`config.mk`:
```
export PLATFORM = sky130hd
export DESIGN_NAME = ercm8_mac_acc
export DESIGN_NICKNAME = d
export VERILOG_FILES = /design/src/rtl/ercm8_mac_acc.sv
export SDC_FILE = /design/constraint.sdc
export NUM_CORES = 1
export LEC_CHECK = 0
export ABC_CLOCK_PERIOD_IN_PS = 2800
export BUFFER_PORTS_ARGS = -buffer_cell sky130_fd_sc_hd__buf_2
export CORE_UTILIZATION = 40
export DETAILED_ROUTE_END_ITERATION = 7
export GPL_TIMING_DRIVEN = 0
export HOLD_SLACK_MARGIN = 0.03
export SETUP_SLACK_MARGIN = 0.5
export SYNTH_ARGS = -nofsm -noshare
export SYNTH_HDL_FRONTEND = slang
export SYNTH_SLANG_ARGS = --single-unit
```
`constraint.sdc`:
```
create_clock -name clk -period 2.8 [get_ports clk]
set_clock_uncertainty 0.05 [all_clocks]
set_input_delay 0.14 -clock clk [delete_from_list [all_inputs] [get_ports clk]]
set_output_delay 0.14 -clock clk [all_outputs]
set_load 0.005 [all_outputs]
```
`src/rtl/ercm8_mac_acc.sv`:
```
// ercm8_mac_acc: saturating burst accumulator for approximate 16-bit products.
// Sums a burst of beats (closed by in_last or after MAX_TERMS beats) into an
// ACC_W-bit result that is held until the consumer takes it.
// Optional feature macro: ERCM_ERR_TRACK_EN adds operand inputs and err_o,
// the accumulated |a*b - in_prod| over the burst.
module ercm8_mac_acc #(
  parameter int ACC_W     = 24,
  parameter int MAX_TERMS = 256,
  localparam int CNT_W    = $clog2(MAX_TERMS) + 1
) (
  input  logic             clk,
  input  logic             rst,
  input  logic             in_vld,
  output logic             in_rdy,
  input  logic [15:0]      in_prod,
  input  logic             in_last,
`ifdef ERCM_ERR_TRACK_EN
  input  logic [7:0]       dat_in_a,
  input  logic [7:0]       dat_in_b,
  output logic [ACC_W-1:0] err_o,
`endif
  output logic [ACC_W-1:0] acc_o,
  output logic             acc_vld,
  input  logic             acc_rdy,
  output logic             acc_ovf,
  output logic [CNT_W-1:0] acc_cnt
);

  typedef enum logic [1:0] {IDLE, ACCUM, HOLD} state_t;

  localparam logic [CNT_W-1:0] MAX_CNT = CNT_W'(MAX_TERMS);

  state_t           state, state_n;
  logic [ACC_W-1:0] acc, acc_n;
  logic [CNT_W-1:0] cnt, cnt_n;
  logic             ovf, ovf_n;
  logic             beat;
  logic [ACC_W:0]   acc_sum;

  // Unsigned add of a 16-bit term; top bit is the carry, and on carry the
  // result is forced to all ones so a saturated sum stays saturated.
  function automatic logic [ACC_W:0] sat_add(input logic [ACC_W-1:0] base,
                                             input logic [15:0]      term);
    logic [ACC_W:0] s;
    s = {1'b0, base} + (ACC_W+1)'(term);
    return s[ACC_W] ? {1'b1, {ACC_W{1'b1}}} : s;
  endfunction

`ifdef ERCM_ERR_TRACK_EN
  logic [ACC_W-1:0] err, err_n;
  logic [15:0]      exact;
  logic [15:0]      diff;
  logic [ACC_W:0]   err_sum;

  // Absolute distance between the exact product and the approximate one.
  always_comb begin
    exact   = 16'(dat_in_a * dat_in_b);
    diff    = (exact >= in_prod) ? (exact - in_prod) : (in_prod - exact);
    err_sum = sat_add(err, diff);
  end

  assign err_o = err;
`endif

  // HOLD refuses beats; reset also forces the handshake low.
  assign in_rdy  = ~rst & (state != HOLD);
  assign beat    = in_vld & in_rdy;
  assign acc_sum = sat_add(acc, in_prod);

  assign acc_o   = acc;
  assign acc_cnt = cnt;
  assign acc_ovf = ovf;
  assign acc_vld = (state == HOLD);

  // Next-state and datapath update for the IDLE/ACCUM/HOLD burst machine.
  always_comb begin
    // NOTE: every signal gets a default first so no path leaves it unassigned, which would infer a latch.
    state_n = state;
    acc_n   = acc;
    cnt_n   = cnt;
    ovf_n   = ovf;
`ifdef ERCM_ERR_TRACK_EN
    err_n   = err;
`endif
    unique case (state)
      IDLE: begin
        if (beat) begin
          acc_n   = ACC_W'(in_prod);
          cnt_n   = CNT_W'(1);
          ovf_n   = 1'b0;
`ifdef ERCM_ERR_TRACK_EN
          err_n   = ACC_W'(diff);
`endif
          state_n = (in_last || MAX_TERMS == 1) ? HOLD : ACCUM;
        end
      end
      ACCUM: begin
        if (beat) begin
          acc_n   = acc_sum[ACC_W-1:0];
          ovf_n   = ovf | acc_sum[ACC_W];
          cnt_n   = cnt + CNT_W'(1);
`ifdef ERCM_ERR_TRACK_EN
          err_n   = err_sum[ACC_W-1:0];
`endif
          state_n = (in_last || cnt_n == MAX_CNT) ? HOLD : ACCUM;
        end
      end
      HOLD: begin
        if (acc_rdy) state_n = IDLE;
      end
      default: state_n = IDLE;
    endcase
  end

  // State and result registers; reset discards any open burst.
  always_ff @(posedge clk or posedge rst) begin
    if (rst) begin
      state <= IDLE;
      acc   <= '0;
      cnt   <= '0;
      ovf   <= 1'b0;
`ifdef ERCM_ERR_TRACK_EN
      err   <= '0;
`endif
    end else begin
      // NOTE: non-blocking assignments so all registers update together from pre-edge values.
      state <= state_n;
      acc   <= acc_n;
      cnt   <= cnt_n;
      ovf   <= ovf_n;
`ifdef ERCM_ERR_TRACK_EN
      err   <= err_n;
`endif
    end
  end

endmodule

```
# [After elaboration in Yosys (flattened, before gate mapping)]
# Index checks and enable logic that the tools add are counted.
[word_totals] out_inout_bits=36 ff_bits=36 in_bits=21 elab_cells=38
[classes] mux=16 n_eq_ne=7 reduce_logical=5 bitwise_logic=4 add_sub_neg=2
[op_table] cell="$mux 24" count=2
[op_table] cell="$pmux 24 s2" count=1
[op_table] cell="$add 24x16->25" count=1
[op_table] cell="$mux 25" count=1
[op_table] cell="$mux 9" count=2
[op_table] cell="$pmux 9 s2" count=1
[op_table] cell="$mux 2" count=5
[op_table] cell="$add 9x1->9 const B" count=1
[op_table] cell="$eq 9x9->1 const B" count=1
[op_table] cell="$ne 2x2->1 const B" count=3
[op_table] cell="$pmux 2 s3" count=1
[op_table] cell="$reduce_and 3->1" count=2
[op_table] cell="$and 1x1->1" count=2
[op_table] cell="$eq 2x1->1 const B" count=1
[op_table] cell="$eq 2x2->1 const B" count=1
[op_table] cell="$logic_not 2->1" count=1
[op_table] cell="$mux 1" count=2
[op_table] cell="$ne 2x1->1 const B" count=1
[op_table] cell="$pmux 1 s2" count=1
[op_table] cell="$reduce_bool 2->1" count=1
[op_table] cell="$logic_or 1x1->1" count=1
[op_table] cell="$not 1->1" count=1
[op_table] cell="$or 1x1->1" count=1

# [Logic depth before layout (Yosys ltp)]
[depth] word_depth=6 depth_mapped=10 mapped_depth_nobuf=9

# [Least setup slack after synthesis]
# Ideal clock, no wire load.
[synth_timing] path_type="reg2reg" startpoint="register acc[0] (netlist: acc_o[0])" endpoint="register acc[10] (netlist: acc_o[10])" period_less_slack_ns=2.568 path_slack_ns=0.232 path_buffers=1 path_stages_with_launch=11 arrival_ns=2.445 cell_sequence="dfrtp_1 ha_1 inv_1 fa_1 nand2b_1 a211oi_1 nor3_2 a2111oi_4 nor2_2 buf_6 a21oi_2"
[synth_via] elab_chain_len=4
[synth_lines] item="from (decl)" line_no="34" text="logic [ACC_W-1:0] acc, acc_n;"
[synth_lines] item="from (signal assigned)" line_no="128" text="acc <= acc_n;"
[synth_lines] item="$add 24x16->25" line_no="45" text="s = {1'b0, base} + (ACC_W+1)'(term);"
[synth_lines] item="$mux 25" line_no="46" text="return s[ACC_W] ? {1'b1, {ACC_W{1'b1}}} : s;"
[synth_lines] item="$mux 24" line_no="98" text="if (beat) begin"
[synth_lines] item="$pmux 24 s2" line_no="85" text="unique case (state)"
# No other way between the ends. The select of a mux whose other input is x is not followed.
# A chain may end at the register's enable or synchronous reset.

# [Final worst setup path]
[layout_timing] startpoint="register acc[0] (netlist: acc_o[0])" endpoint="register acc[12] (netlist: acc_o[12])"
# Same word-level chain as after synthesis.

==> flow_summary_export.csv <==
group,metric,value,unit
worst_setup_path,cpMostUsedCell,"buf_6",
logic_synthesis,ys_ff_latch,36,
worst_setup_path,r2r_start,"acc_o[0]$_DFFE_PP0P_",
worst_setup_path,end_kind,"flip-flop",
logic_synthesis,seq_area_frac_synth,32.16,%
floorplan,fp-row-count,30,
detailed_routing,vias,2701,
detailed_routing,postRouteAntennaNets,0,
cts,htree_num_levels,2,
power_and_ir_drop,p_leak,1.532,nW
worst_setup_path,crit_chain,"ha_2, inv_2, fa_2, nand2b_4, a211oi_4, nor3_4, a2111oi_4, buf_6, nor2_4, buf_6, a21oi_2",
sta,tns,0,ps
cts,clkSinkCount,36,
flow_run,drv_cap,0,
logic_synthesis,async_reset_ff_share,100.0,%
sta,finalSetupViolations,0,
logic_synthesis,synth.distinct_cells,61,
cts,clockRootBuffer,"clkbuf_8",
sta,hold_viol_final,0,
grt,globalRouteOverflowTotal,0,
grt,grt_pass1_vias,2455,
worst_setup_path,crit_buf_inv,3,
worst_setup_path,critPathRequiredTime,2970,ps
final_layout,post-route-util,52.30,%
worst_hold_path,min_from,"acc_rdy",
power_and_ir_drop,power_density,644.7,nW/um2
final_layout,fin_area,3553,um2
sta,rsz0062_at_grt,"yes",
sta,max_clock_freq,408.3,MHz
power_and_ir_drop,peakVddDrop,0.1920,mV
place,hpwl,5360,um
cts,clockBufferDepth,2,
cts,numCtsBuffers,5,
detailed_routing,drc,0,
worst_hold_path,hp-class,"input pin to flip-flop",
worst_setup_path,crit_slowest_cell,"dfrtp_1",
grt,grt_pass1_wl,12540,um
final_layout,area_delta_synth_final,26.84,%
detailed_routing,wire_per_inst,15.84,um
worst_setup_path,worstPathMaxFanout,7,
final_layout,n_antenna_cell,0,
logic_synthesis,synth.avg_cell_area,8.865,um2
worst_setup_path,cp_top_family,"compound AO/OA/AOI/OAI gates",
worst_setup_path,cpPeakStageDelay,360,ps
place,port_buffers,56,
sta,period_share,87.46,%
logic_synthesis,syn-num-nets,355,
final_layout,final-instance-count-excl-fill,487,
floorplan,die_x,85.69,um
place,dpl.cell_count,468,
floorplan,ios,57,
detailed_routing,wirelength,7716,um
sta,period_minus_slack,2449,ps
logic_synthesis,ys_warn_count,0,
floorplan,die_y,85.69,um
detailed_routing,routed_via_density,5.546,
place,place_congestion,0.8399,
grt,grt_use_total,21.71,%
worst_setup_path,r2r_setup_slack,350,ps
final_layout,layout_commonest_cell,"buf_2",
cts,insertion_delay,300,ps
logic_synthesis,synth-edff-count,0,
sta,drv_slew,0,
worst_setup_path,critical_path_arrival,2620,ps
floorplan,start_util,41.23,%
floorplan,die-area,7342,um2
power_and_ir_drop,power,0.002291,W
grt,antenna_found_initial,0,
worst_setup_path,crit_path_start,"acc_o[0]$_DFFE_PP0P_",
logic_synthesis,ys.flop_type,"dfrtp_1",
cts,cts_tree,"built",
sta,max_slew_margin,45.58,%
final_layout,final_cell_mix,"buf_2 (58), dfrtp_1 (36), nand2_1 (27)",
logic_synthesis,synthCells,316,
worst_setup_path,start_kind,"flip-flop",
place,placed_cell_area,3219,um2
detailed_routing,drt_pre_antenna_iters,4,
grt,grt_max_degree,38,
worst_setup_path,worstSetupPathType,"flip-flop to flip-flop",
run_status,status,"finished clean",
final_layout,drive_above_1_share,33.50,%
cts,clk_pin_slew,80,ps
sta,tightest_slew,815.0,ps
floorplan,core,6794,um2
detailed_routing,drt_iter0_markers,134,
final_layout,finalNetCount,429,
logic_synthesis,synth_area,2801,um2
## area by class of cell
cell class	count	area, um2
inverters	8	30.03
clock buffers	7	86.33
clock inverters	1	7.507
flip-flops and latches	36	900.9
plain buffers	19	126.4
fillers	653	3241
multi-input cells	253	1902
well taps	96	120.1
repair buffers	67	380.4
## flip-flops by register name (all words and copies together) (netlist names)
register,cells
state,2
acc_o,24
acc_ovf,1
acc_cnt,9
## worst register-to-register path, stage by stage (launching register included)
cell	delay [ps]
dfrtp_1	360
ha_2	210
inv_2	40
fa_2	330
nand2b_4	160
a211oi_4	300
nor3_4	90
a2111oi_4	320
buf_6	200
nor2_4	60
buf_6	150
a21oi_2	120
## layer usage
layer	global-route usage, %	vias up	part of all wire (%)
met1	31.49	1294	49
met4	5.000	0	0.79
met5	0	-	0
met3	3.272	5	3.2
li1	-	1338	-
met2	34.11	64	47
## worst paths after layout
kind | to | cells past startpoint
setup / recovery | acc_o[12]$_DFFE_PP0P_ | 11
hold / removal | state[1]$_DFFE_PP0P_ | 3
setup reg to reg | acc_o[12]$_DFFE_PP0P_ | 11
hold reg to reg | acc_cnt[5]$_DFFE_PP0P_ | 1
max in group asynchronous | acc_o[12]$_DFFE_PP0P_ | 3
min in group asynchronous | acc_o[17]$_DFFE_PP0P_ | 3
## what timing repair did
action | in CTS | in global routing
resized for setup | 18 | 18
gates cloned | 1 | 0
setup buffers | 7 | 2
endpoints found under the hold margin | 7 | 0
hold buffers | 1 | 0
pin swaps | 10 | 10
setup endpoints to repair | 27 | 25
## logic make-up (layout without fill, tap and decap cells)
| group | count (synthesis) | count (layout) | share of synthesized area [%] |
|---|---|---|---|
| xor gates and xnor gates | 15 | 15 | 4.690 |
| and+or+nand+nor | 97 | 97 | 18.85 |
| muxes | 3 | 3 | 1.161 |
| AOI/OAI and AO/OA | 120 | 120 | 29.03 |
| adders and majority gates | 18 | 18 | 8.307 |
| buffers and inverters | 27 | 102 | 5.806 |
| DFF | 36 | 36 | 32.16 |
## metrics by stage
step | setup WS (ps) | hold slack [ps]
finish | 351.0 | 87.05
global route | 272.0 | 86.21
CTS | 315.7 | 82.35
detailed placement | 70.92 | 351.4
global placement | 92.57 | 392.0
floorplan | 442.4 | 261.1
## synthesized netlist by cell type (5+ instances only)
cell	count	area (um2)
a21o_1	7	52.55
a21oi_1	27	135.1
a21oi_2	10	87.58
and3_1	6	37.54
clkbuf_1	12	45.04
dfrtp_1	36	900.9
ha_1	17	212.7
inv_1	8	30.03
nand2_1	27	101.4
nand2b_1	5	31.28
nand3_1	10	50.05
nand4_1	7	43.79
nor2_1	11	41.29
o211ai_1	5	37.54
o21ai_0	31	155.2
or3_2	8	60.06
xnor2_1	8	70.07
xor2_1	7	61.31
## report_power, final
group	internal [W]	switching [W]	total, W	leakage (nW)
combinational	0.000549	0.000632	0.00118	1.04
clock	0.000201	0.000214	0.000415	0.0445
sequential	0.000605	0.0000899	0.000695	0.452
total	0.00135	0.000936	0.00229	1.53
Note: power is estimated with default switching activity, not from simulation.
